### src/rtl/serial_adder_pkg.sv
// Shared types and limits for the bit-serial adder.
package serial_adder_pkg;

  // Controller states: waiting, shifting bits, result-valid cycle.
  typedef enum logic [1:0] {
    IDLE = 2'd0,
    RUN  = 2'd1,
    DONE = 2'd2
  } state_e;

  // Legal range of the WIDTH parameter.
  localparam int WIDTH_MIN = 1;
  localparam int WIDTH_MAX = 64;

endpackage

### src/rtl/serial_adder_fa_cell.sv
// Single-bit full adder used once per RUN cycle by serial_adder.
module fa_cell (
  input  logic a,
  input  logic b,
  input  logic ci,
  output logic s,
  output logic co
);

  assign s  = a ^ b ^ ci;
  assign co = (a & b) | (ci & (a ^ b));

endmodule

### src/rtl/serial_adder.sv
// Bit-serial adder: one operand bit per clock, LSB first, WIDTH RUN cycles.
// Optional subtract mode is compiled in with SERIAL_ADDER_SUB_EN.
module serial_adder
  import serial_adder_pkg::*;
#(
  parameter int WIDTH = 8
) (
  input  logic             clk,
  input  logic             rst,
  input  logic             start,
  input  logic [WIDTH-1:0] A,
  input  logic [WIDTH-1:0] B,
  input  logic             Cin,
`ifdef SERIAL_ADDER_SUB_EN
  input  logic             sub,
`endif
  output logic             busy,
  output logic             done,
  output logic [WIDTH-1:0] Sum,
  output logic             Cout,
  output logic             overflow
);

  localparam int             CW   = $clog2(WIDTH + 1);
  localparam logic [CW-1:0]  LAST = CW'(WIDTH - 1);

  if (WIDTH < WIDTH_MIN || WIDTH > WIDTH_MAX) begin : g_width_chk
    $error("serial_adder: WIDTH out of range");
  end

  state_e           state_q, state_d;
  logic [WIDTH-1:0] a_q, a_d, b_q, b_d, sum_q, sum_d, sum_msb;
  logic [CW-1:0]    cnt_q, cnt_d;
  logic             carry_q, carry_d;
  logic             cout_q, cout_d, ovf_q, ovf_d;
  logic             busy_q, busy_d, done_q, done_d;
  logic             b_bit, fa_s, fa_co;

`ifdef SERIAL_ADDER_SUB_EN
  logic sub_q, sub_d;
  // Subtraction inverts B one bit at a time as it leaves the shift register.
  assign b_bit = b_q[0] ^ sub_q;
`else
  assign b_bit = b_q[0];
`endif

  fa_cell u_fa (
    .a  (a_q[0]),
    .b  (b_bit),
    .ci (carry_q),
    .s  (fa_s),
    .co (fa_co)
  );

  // Next-state and datapath: accept in IDLE/DONE, shift one bit per RUN edge.
  always_comb begin
    state_d = state_q;
    a_d     = a_q;
    b_d     = b_q;
    sum_d   = sum_q;
    cnt_d   = cnt_q;
    carry_d = carry_q;
    cout_d  = cout_q;
    ovf_d   = ovf_q;
    busy_d  = busy_q;
    done_d  = 1'b0;
    sum_msb = '0;
    sum_msb[WIDTH-1] = fa_s;
`ifdef SERIAL_ADDER_SUB_EN
    sub_d   = sub_q;
`endif
    case (state_q)
      IDLE, DONE: begin
        busy_d  = 1'b0;
        state_d = IDLE;
        if (start) begin
          state_d = RUN;
          busy_d  = 1'b1;
          a_d     = A;
          b_d     = B;
          cnt_d   = '0;
          sum_d   = '0;
`ifdef SERIAL_ADDER_SUB_EN
          sub_d   = sub;
          carry_d = sub ? 1'b1 : Cin;
`else
          carry_d = Cin;
`endif
        end
      end
      RUN: begin
        sum_d   = (sum_q >> 1) | sum_msb;
        carry_d = fa_co;
        a_d     = a_q >> 1;
        b_d     = b_q >> 1;
        cnt_d   = cnt_q + CW'(1);
        if (cnt_q == LAST) begin
          // carry_q here is the registered carry into the MSB.
          state_d = DONE;
          busy_d  = 1'b0;
          done_d  = 1'b1;
          cout_d  = fa_co;
          ovf_d   = carry_q ^ fa_co;
        end
      end
      default: begin
        state_d = IDLE;
        busy_d  = 1'b0;
      end
    endcase
  end

  // State and registered outputs; synchronous reset wins over start.
  always_ff @(posedge clk) begin
    if (rst) begin
      state_q <= IDLE;
      a_q     <= '0;
      b_q     <= '0;
      sum_q   <= '0;
      cnt_q   <= '0;
      carry_q <= 1'b0;
      cout_q  <= 1'b0;
      ovf_q   <= 1'b0;
      busy_q  <= 1'b0;
      done_q  <= 1'b0;
`ifdef SERIAL_ADDER_SUB_EN
      sub_q   <= 1'b0;
`endif
    end else begin
      state_q <= state_d;
      a_q     <= a_d;
      b_q     <= b_d;
      sum_q   <= sum_d;
      cnt_q   <= cnt_d;
      carry_q <= carry_d;
      cout_q  <= cout_d;
      ovf_q   <= ovf_d;
      busy_q  <= busy_d;
      done_q  <= done_d;
`ifdef SERIAL_ADDER_SUB_EN
      sub_q   <= sub_d;
`endif
    end
  end

  assign busy     = busy_q;
  assign done     = done_q;
  assign Sum      = sum_q;
  assign Cout     = cout_q;
  assign overflow = ovf_q;

endmodule

### config.mk
export PLATFORM = sky130hd
export DESIGN_NAME = serial_adder
export DESIGN_NICKNAME = d
export VERILOG_FILES = /design/src/rtl/serial_adder_pkg.sv /design/src/rtl/serial_adder_fa_cell.sv /design/src/rtl/serial_adder.sv
export SDC_FILE = /design/constraint.sdc
export NUM_CORES = 1
export LEC_CHECK = 0
export ABC_AREA = 0
export CAP_MARGIN = 20
export CORE_MARGIN = 10
export CORE_UTILIZATION = 50
export DETAILED_ROUTE_END_ITERATION = 10
export GPL_ROUTABILITY_DRIVEN = 0
export PLACE_DENSITY_LB_ADDON = 0.08
export SLEW_MARGIN = 20
export SYNTH_ARGS = -nofsm -noshare
export SYNTH_HDL_FRONTEND = slang
export SYNTH_SLANG_ARGS = --single-unit
### constraint.sdc
create_clock -name clk -period 5.22 [get_ports clk]
set_clock_uncertainty 0.2 [all_clocks]
set_input_delay 1.566 -clock clk [delete_from_list [all_inputs] [get_ports clk]]
set_output_delay 1.566 -clock clk [all_outputs]
set_load 0.05 [all_outputs]
* Yosys cells after proc, flatten, opt, wreduce, memory -nomap -nowiden
Index checks and enable logic that the tools add are counted.
Widths: inputs -> output; s select.
** Storage, ports and cells
- Word-level logic and storage cells :: 47
- Output and inout bits :: 12
- Register bits after elaboration :: 35
** Cells by class
- Bitwise operators :: 8
- Reduce and logical (&&, ||, !) cells :: 6
- Add/sub/neg operators :: 1
- Multiplexer cells :: 17
- Equal/unequal tests :: 5
** Operator list (count)
- $pmux 8 s2 :: 3
- $mux 8 :: 3
- $or 7x8->8 :: 1
- $pmux 4 s2 :: 1
- $mux 1 :: 5
- $add 4x1->4 const B :: 1
- $eq 4x3->1 const B :: 1
- $mux 4 :: 1
- $ne 2x2->1 const B :: 2
- $pmux 1 s2 :: 2
- $pmux 2 s2 :: 1
- $reduce_and 2->1 :: 2
- $reduce_or 2->1 :: 2
- $xor 1x1->1 :: 3
- $and 1x1->1 :: 2
- $eq 2x1->1 const B :: 1
- $eq 2x2->1 const B :: 1
- $logic_not 2->1 :: 1
- $mux 2 :: 1
- $reduce_bool 2->1 :: 1
- $not 1->1 :: 1
- $or 1x1->1 :: 1

* Logic depth before layout (Yosys ltp)
Gate-level depths: netlist of run 1.
- Word-level depth :: 4
- Gate-level depth with buffers :: 5
- Depth with buffers taken out :: 5

* Hierarchy
Synthesis of run 1 repeated with hierarchy kept, for this count alone.
** Unflattened totals
- Cell total of the unflattened synthesis :: 158
- Area, all modules :: 1441.4 um2
** Modules (own cells, without submodules)
- serial_adder :: sequential area each 700.7 um2, cells an instance 157, times used 1, area each 1421.4 um2
- fa_cell :: sequential area each 0.0 um2, cells an instance 1, times used 1, area each 20.0 um2

* Worst setup path after synthesis of run 1
OpenSTA, ideal clock, no wires.
- Kind :: input-to-reg
- From :: in start
- To :: reg b_q[0]
- Arrival :: 2196 ps
- Setup slack :: 2692 ps
- Cell stages on the path :: 5
- Path through :: nor2b_1 buf_2 buf_4 a22oi_1 a21oi_1
** On the way
- Cells in the longest elaborated chain, start to end :: 2
** Ends and longest elaborated chain
- start, declared :: RTL line serial_adder.sv:10 : input logic start,
- $ne 2x2->1 (no line)
- $reduce_and 2->1 (no line)
- end signal, assigned :: RTL line serial_adder.sv:118 : b_q <= '0;
- end signal, assigned :: RTL line serial_adder.sv:132 : b_q <= b_d;
- end, declared :: RTL line serial_adder.sv:32 : logic [WIDTH-1:0] a_q, a_d, b_q, b_d, sum_q, sum_d, sum_msb;
No other way between the ends.
A chain may end at the register's enable or synchronous reset.

* Final worst setup path of run 1
- From :: reg sum_q[6] (netlist: Sum[6])
- To :: out Sum[6]
** RTL lines
- start, declared :: RTL line serial_adder.sv:32
- start signal, assigned :: RTL line serial_adder.sv:133 : sum_q <= sum_d;
- end, declared :: RTL line serial_adder.sv:19 : output logic [WIDTH-1:0] Sum,
No word-level cell between the ends.

==> results of run 1 <==
sequential cells by signal, summed over array words and instances (netlist names), 2 cells and up:
| signal | count |
|---|---|
| Sum | 8 |
| a_q | 8 |
| b_q | 8 |
| cnt_q | 4 |
| state_q | 2 |
power breakdown:
| part | internal, mW | switching [mW] | leakage [nW] |
|---|---|---|---|
| clock | 0.0987 | 0.0840 | 0.0383 |
| combinational | 0.0310 | 0.0409 | 0.287 |
| sequential | 0.279 | 0.00670 | 0.285 |
cell usage after synthesis, drive strengths merged, types with 2 or more instances:
library cell,number,area [um^2]
a21oi,32,160.2
a22oi,14,105.1
buf,13,82.58
clkbuf,3,11.26
dfxtp,35,700.7
inv,3,11.26
mux2,2,26.27
nand2,10,37.54
nand2b,4,25.02
nand3,28,140.1
nor2,2,7.510
nor3,2,10.01
o21ai,2,10.01
or3,2,12.51
cells in the final DEF, fill, tap and decap left out, drive strengths merged:
cell	Yosys	layout
nand3	28	28
mux2	2	2
bufinv	0	1
and2b	1	1
nand4	1	1
a21oi	32	32
fa	1	1
buf	13	3
clkdlybuf4s50	0	31
xor2	1	1
nor3	2	2
dfxtp	35	35
o21ai	2	2
or3	2	2
a2bb2oi	1	1
a22oi	14	14
clkbuf	3	6
nand3b	1	1
nand2	10	10
nor2	2	2
inv	3	3
a211oi	1	1
nor2b	1	1
nand2b	4	4
nor3b	1	1
ha	1	1
area by class of cell:
type,count,share of cell area (%)
Inverter,3,0.6289
Tap cell,31,2.166
Clock buffer,6,2.306
Multi-Input combinational cell,108,35.50
Clock inverter,1,1.677
Timing Repair Buffer,34,18.59
Sequential cell,35,39.13
how the worst min path moves through the flow:
stage | startpoint | to | slack (ns) | cells past startpoint
finish | Sum[3]$_SDFFE_PP0P_ | Sum[2]$_SDFFE_PP0P_ | 0.27 | 2
global route | Sum[3]$_SDFFE_PP0P_ | Sum[2]$_SDFFE_PP0P_ | 0.30 | 2
CTS | Sum[3]$_SDFFE_PP0P_ | Sum[2]$_SDFFE_PP0P_ | 0.27 | 2
detailed placement | Sum[3]$_SDFFE_PP0P_ | Sum[2]$_SDFFE_PP0P_ | 0.26 | 2
global placement | a_q[6]$_SDFFE_PP0P_ | a_q[6]$_SDFFE_PP0P_ | 0.26 | 2
floorplan | a_q[0]$_SDFFE_PP0P_ | a_q[0]$_SDFFE_PP0P_ | 0.25 | 2
logic make-up after synthesis:
group	count (synthesis)
fa+ha+maj	2
mux	2
buf+inv	19
simple gates	53
xor+xnor	1
flops	35
compound gates	50
layer usage:
| metal | GRT usage [%] | part of all wire [%] |
|---|---|---|
| met1 | 13.44 | 43 |
| met2 | 18.75 | 48 |
| met3 | 5.518 | 7.4 |
| met4 | 4.969 | 1.4 |
| met5 | 0 | 0 |
==> impl_metrics.env, run 1 <==
export IMPL_register_area_um2=700.7
export IMPL_synth_xor_area_share_pct=0.6076
export IMPL_core_mm2=0.002758
export IMPL_post_route_min_period_ns=3.299
export IMPL_dp_cells=211
export IMPL_yosys_area_share_simple_pct=18.84
export IMPL_tns_ns=0
export IMPL_slew_violations=0
export IMPL_hold_slack_ns=0.2704
export IMPL_tightest_slew_ns=1.044
export IMPL_start_kind="flop"
export IMPL_post_route_drc_count=0
export IMPL_synthMuxAreaShare_pct=1.823
export IMPL_critPathMaxFanout=3
export IMPL_drtPass1Iterations=4
export IMPL_clock_latency_ns=0.33
export IMPL_viasPerCell=5.789
export IMPL_cts_root_buf="clkbuf_4"
export IMPL_diodes=0
export IMPL_run_status="finished clean"
export IMPL_ff2ff_path_depth=3
export IMPL_grt_pass1_wl_um=5230
export IMPL_synthCells=162
export IMPL_path_clk_slew_ns=0.10
export IMPL_post_cts_resized=0
export IMPL_ctsHoldBuffers=0
export IMPL_pwr_density_cell_mw_per_mm2=301.6
export IMPL_setup_viol=0
export IMPL_ir_worst_vdd_mv=0.2775
export IMPL_cp_required_ns=3.45
export IMPL_synth_compound_area_share_pct=20.57
export IMPL_cp_depth=1
export IMPL_synth_fa_ha_area_share_pct=2.257
export IMPL_r2r_end="cnt_q[3]$_SDFFE_PP0P_"
export IMPL_slew_headroom_pct=30.43
export IMPL_synth_edf_count=0
export IMPL_fmax_mhz=303.1
export IMPL_cp_top_family="buffers and inverters"
export IMPL_synthFlopType="dfxtp_1"
export IMPL_cts_tree="done"
export IMPL_htreeDepth=2
export IMPL_post_place_ws_ns=1.848
export IMPL_synth_seq_area_share_pct=48.61
export IMPL_cts_buffer_depth=2
export IMPL_synth_seq_cells=35
export IMPL_endpoint_kind="primary output"
export IMPL_hold_viol=0
export IMPL_yosysUniqueCellTypes=28
export IMPL_path_buf_inv=1
export IMPL_boundaryPins=32
export IMPL_cp_arrival_ns=1.53
export IMPL_rrSetupSlack_ns=3.29
export IMPL_crit_chain="clkdlybuf4s50_1"
export IMPL_max_stage_delay_ns=0.82
export IMPL_maxCapViolations=0
export IMPL_total_leakage_power_nw=0.6107
export IMPL_hold_path_class="flop to flop"
export IMPL_fin_cells=218
export IMPL_die_y_um=73.69
export IMPL_synth_nets=184
export IMPL_criticalPathCategory="flop to primary output"
export IMPL_routed_wl_um=3162
export IMPL_layout_setup_ws_ns=1.921
export IMPL_timing_rr_start="state_q[0]$_SDFFE_PP0P_"
export IMPL_endpoint="Sum[6]"
export IMPL_grt_pass1_vias=1163
export IMPL_drive_gt1_share_pct=6.952
export IMPL_avgSynthCellArea_um2=8.897
export IMPL_timing_final_crit_share_pct=63.20
export IMPL_syn_cell_area_mm2=0.001441
export IMPL_hpwl_um=2085
export IMPL_cp_startpoint="Sum[6]$_SDFFE_PP0P_"
export IMPL_cts_buffers=5
export IMPL_antenna_found_initial=0
export IMPL_design_area_mm2=0.001790
export IMPL_final_nets=209
export IMPL_start_util_pct=52.27
export IMPL_post_cts_setup_buffer_count=0
export IMPL_grt_max_degree=36
export IMPL_routedWlPerCell_um=14.50
export IMPL_ant_nets=0
export IMPL_rsz0062_at_grt="no"
export IMPL_track_usage_pct=11.88
export IMPL_drtIter0Drc=106
export IMPL_cts_num_sinks=35
export IMPL_io_buffers=31
export IMPL_totalPowerFinal_mw=0.5399
export IMPL_synth_top_family_by_area="compound AO/OA/AOI/OAI gates"
export IMPL_dr_total_vias=1262
export IMPL_area_growth_syn_to_layout_pct=24.22
export IMPL_die_area_mm2=0.005430
export IMPL_yosysWarnings=0
export IMPL_slowest_stage="clkdlybuf4s50_1"
export IMPL_fillerInstances=246
export IMPL_grt_ovfl_total=0
export IMPL_final_util_pct=64.93
export IMPL_die_w_um=73.69
export IMPL_num_rows=19
export IMPL_synthArstFlopShare_pct=0
export IMPL_multi_input_area_um2=635.6
export IMPL_dpl_instance_area_mm2=0.001719
(Power assumes the default switching activity.)
==> inputs of run 2 (changes only) <==
--- a/config.mk
+++ b/config.mk
@@ -8,7 +8,7 @@
 export ABC_AREA = 0
 export CAP_MARGIN = 20
 export CORE_MARGIN = 10
-export CORE_UTILIZATION = 50
+export CORE_UTILIZATION = 49
 export DETAILED_ROUTE_END_ITERATION = 10
 export GPL_ROUTABILITY_DRIVEN = 0
 export PLACE_DENSITY_LB_ADDON = 0.08
==> constraint.sdc (replaced) <==
create_clock -name clk -period 3.15 [get_ports clk]
set_clock_uncertainty 0.2 [all_clocks]
set_input_delay 0.945 -clock clk [delete_from_list [all_inputs] [get_ports clk]]
set_output_delay 0.945 -clock clk [all_outputs]
set_load 0.05 [all_outputs]
==> impl_metrics.env, run 2 (synthesized netlist as in run 1, its figures left out) <==
export IMPL_final_common_cell="dfxtp_1"
export IMPL_routed_wl_um=3351
export IMPL_cts_num_sinks=35
export IMPL_run_status="finished clean"
export IMPL_hold_path_class="flop to flop"
export IMPL_setup_viol=0
export IMPL_clock_latency_ns=0.34
export IMPL_post_route_drc_count=0
export IMPL_start_kind="flop"
export IMPL_start_util_pct=51.82
export IMPL_dpl_instance_area_mm2=0.001762
export IMPL_cts_buffer_depth=2
export IMPL_post_route_min_period_ns=2.679
export IMPL_hold_slack_ns=0.2728
export IMPL_tightest_slew_ns=0.5415
export IMPL_die_w_um=74.24
export IMPL_slew_violations=0
export IMPL_endpoint_kind="primary output"
export IMPL_timing_final_crit_share_pct=85.06
export IMPL_path_buf_inv=1
export IMPL_boundaryPins=32
export IMPL_final_nets=213
export IMPL_num_rows=19
export IMPL_routedWlPerCell_um=15.09
export IMPL_post_cts_resized=0
export IMPL_design_area_mm2=0.001818
export IMPL_antenna_found_initial=0
export IMPL_path_clk_slew_ns=0.10
export IMPL_rsz0062_at_grt="no"
export IMPL_drtIter0Drc=42
export IMPL_rrSetupSlack_ns=1.37
export IMPL_post_cts_setup_buffer_count=0
export IMPL_io_buffers=31
export IMPL_critPathMaxFanout=3
export IMPL_criticalPathCategory="flop to primary output"
export IMPL_max_stage_delay_ns=0.82
export IMPL_drtPass1Iterations=4
export IMPL_hold_viol=0
export IMPL_die_area_mm2=0.005511
export IMPL_ctsHoldBuffers=0
export IMPL_tns_ns=0
export IMPL_slowest_stage="clkdlybuf4s50_1"
export IMPL_viasPerCell=5.604
export IMPL_diodes=0
export IMPL_area_growth_syn_to_layout_pct=26.13
export IMPL_layout_common_cells="dfxtp_1 (35), a21oi_1 (32), clkdlybuf4s50_1 (31)"
export IMPL_cts_tree="done"
export IMPL_pwr_density_cell_mw_per_mm2=468.7
export IMPL_total_leakage_power_nw=0.6311
export IMPL_track_usage_pct=12.46
export IMPL_fmax_mhz=373.2
export IMPL_grt_ovfl_total=0
export IMPL_hpwl_um=2366
export IMPL_dr_total_vias=1244
export IMPL_grt_max_degree=24
export IMPL_cp_arrival_ns=1.53
export IMPL_crit_chain="clkdlybuf4s50_1"
export IMPL_htreeDepth=2
export IMPL_cp_required_ns=2.00
export IMPL_drive_gt1_share_pct=9.424
export IMPL_ant_nets=0
export IMPL_cts_root_buf="clkbuf_4"
export IMPL_core_mm2=0.002781
export IMPL_cp_top_family="buffers and inverters"
export IMPL_ir_worst_vdd_mv=0.3924
export IMPL_grt_pass1_wl_um=5547
export IMPL_maxCapViolations=0
export IMPL_grt_pass1_vias=1253
export IMPL_cts_buffers=5
export IMPL_die_y_um=74.24
export IMPL_slew_headroom_pct=63.90
[run 2: changes by cell type in the layout (fill, tap and decap cells not counted)]
| cell | change |
|---|---|
| clkbuf_1 | -1 |
| buf_12 | +1 |
| bufinv_16 | -1 |
| clkinv_2 | +1 |
| clkbuf_8 | +1 |
| buf_4 | +3 |
[run 2: metrics by stage]
| step | power [mW] | worst slack [ns] | utilization, % | std cells |
|---|---|---|---|---|
| 6_report | 0.8521 | 0.4706 | 65.36 | 222 |
| 5_1_grt | 0.8886 | 0.4105 | 65.36 | 222 |
| 4_1_cts | 0.8557 | 0.4540 | 65.36 | 222 |
| 2_1_floorplan | 0.5655 | 1.243 | - | 162 |
| 3_3_place_gp | 0.6068 | 0.6915 | 63.34 | 215 |
| 3_5_place_dp | 0.6107 | 0.6394 | 63.34 | 215 |
[run 2: area by class of cell]
cell class	count	area [um^2]
Tap cell	31	38.79
Multi-Input combinational cell	108	635.6
Fill cell	253	963.4
Sequential cell	35	700.7
Clock inverter	1	5.005
Timing Repair Buffer	38	375.4
Clock buffer	6	51.30
Inverter	3	11.26
[run 2: worst paths after layout]
check / startpoint / end / depth (start not counted)
min: b_q[0]$_SDFFE_PP0P_ / b_q[0]$_SDFFE_PP0P_ / 2
min reg2reg: b_q[0]$_SDFFE_PP0P_ / b_q[0]$_SDFFE_PP0P_ / 2
max reg2reg: carry_q$_SDFFE_PP0P_ / overflow$_SDFFE_PP0P_ / 5
max: Sum[6]$_SDFFE_PP0P_ / Sum[6] / 1
[run 2: where the power goes]
| part | internal, mW | total, mW | switching (mW) |
|---|---|---|---|
| Clock | 0.103 | 0.252 | 0.148 |
| Combinational | 0.0585 | 0.128 | 0.0690 |
| Sequential | 0.462 | 0.473 | 0.0110 |
| Total | 0.624 | 0.852 | 0.228 |
[run 2: metal layers]
metal / routed length [um] / share of wire, % / GRT usage [%]
met1: 1476 / 44 / 14.56
met2: 1631 / 49 / 20.36
met3: 221 / 6.6 / 5.319
met4: 21 / 0.63 / 3.659
met5: 0 / 0 / 0
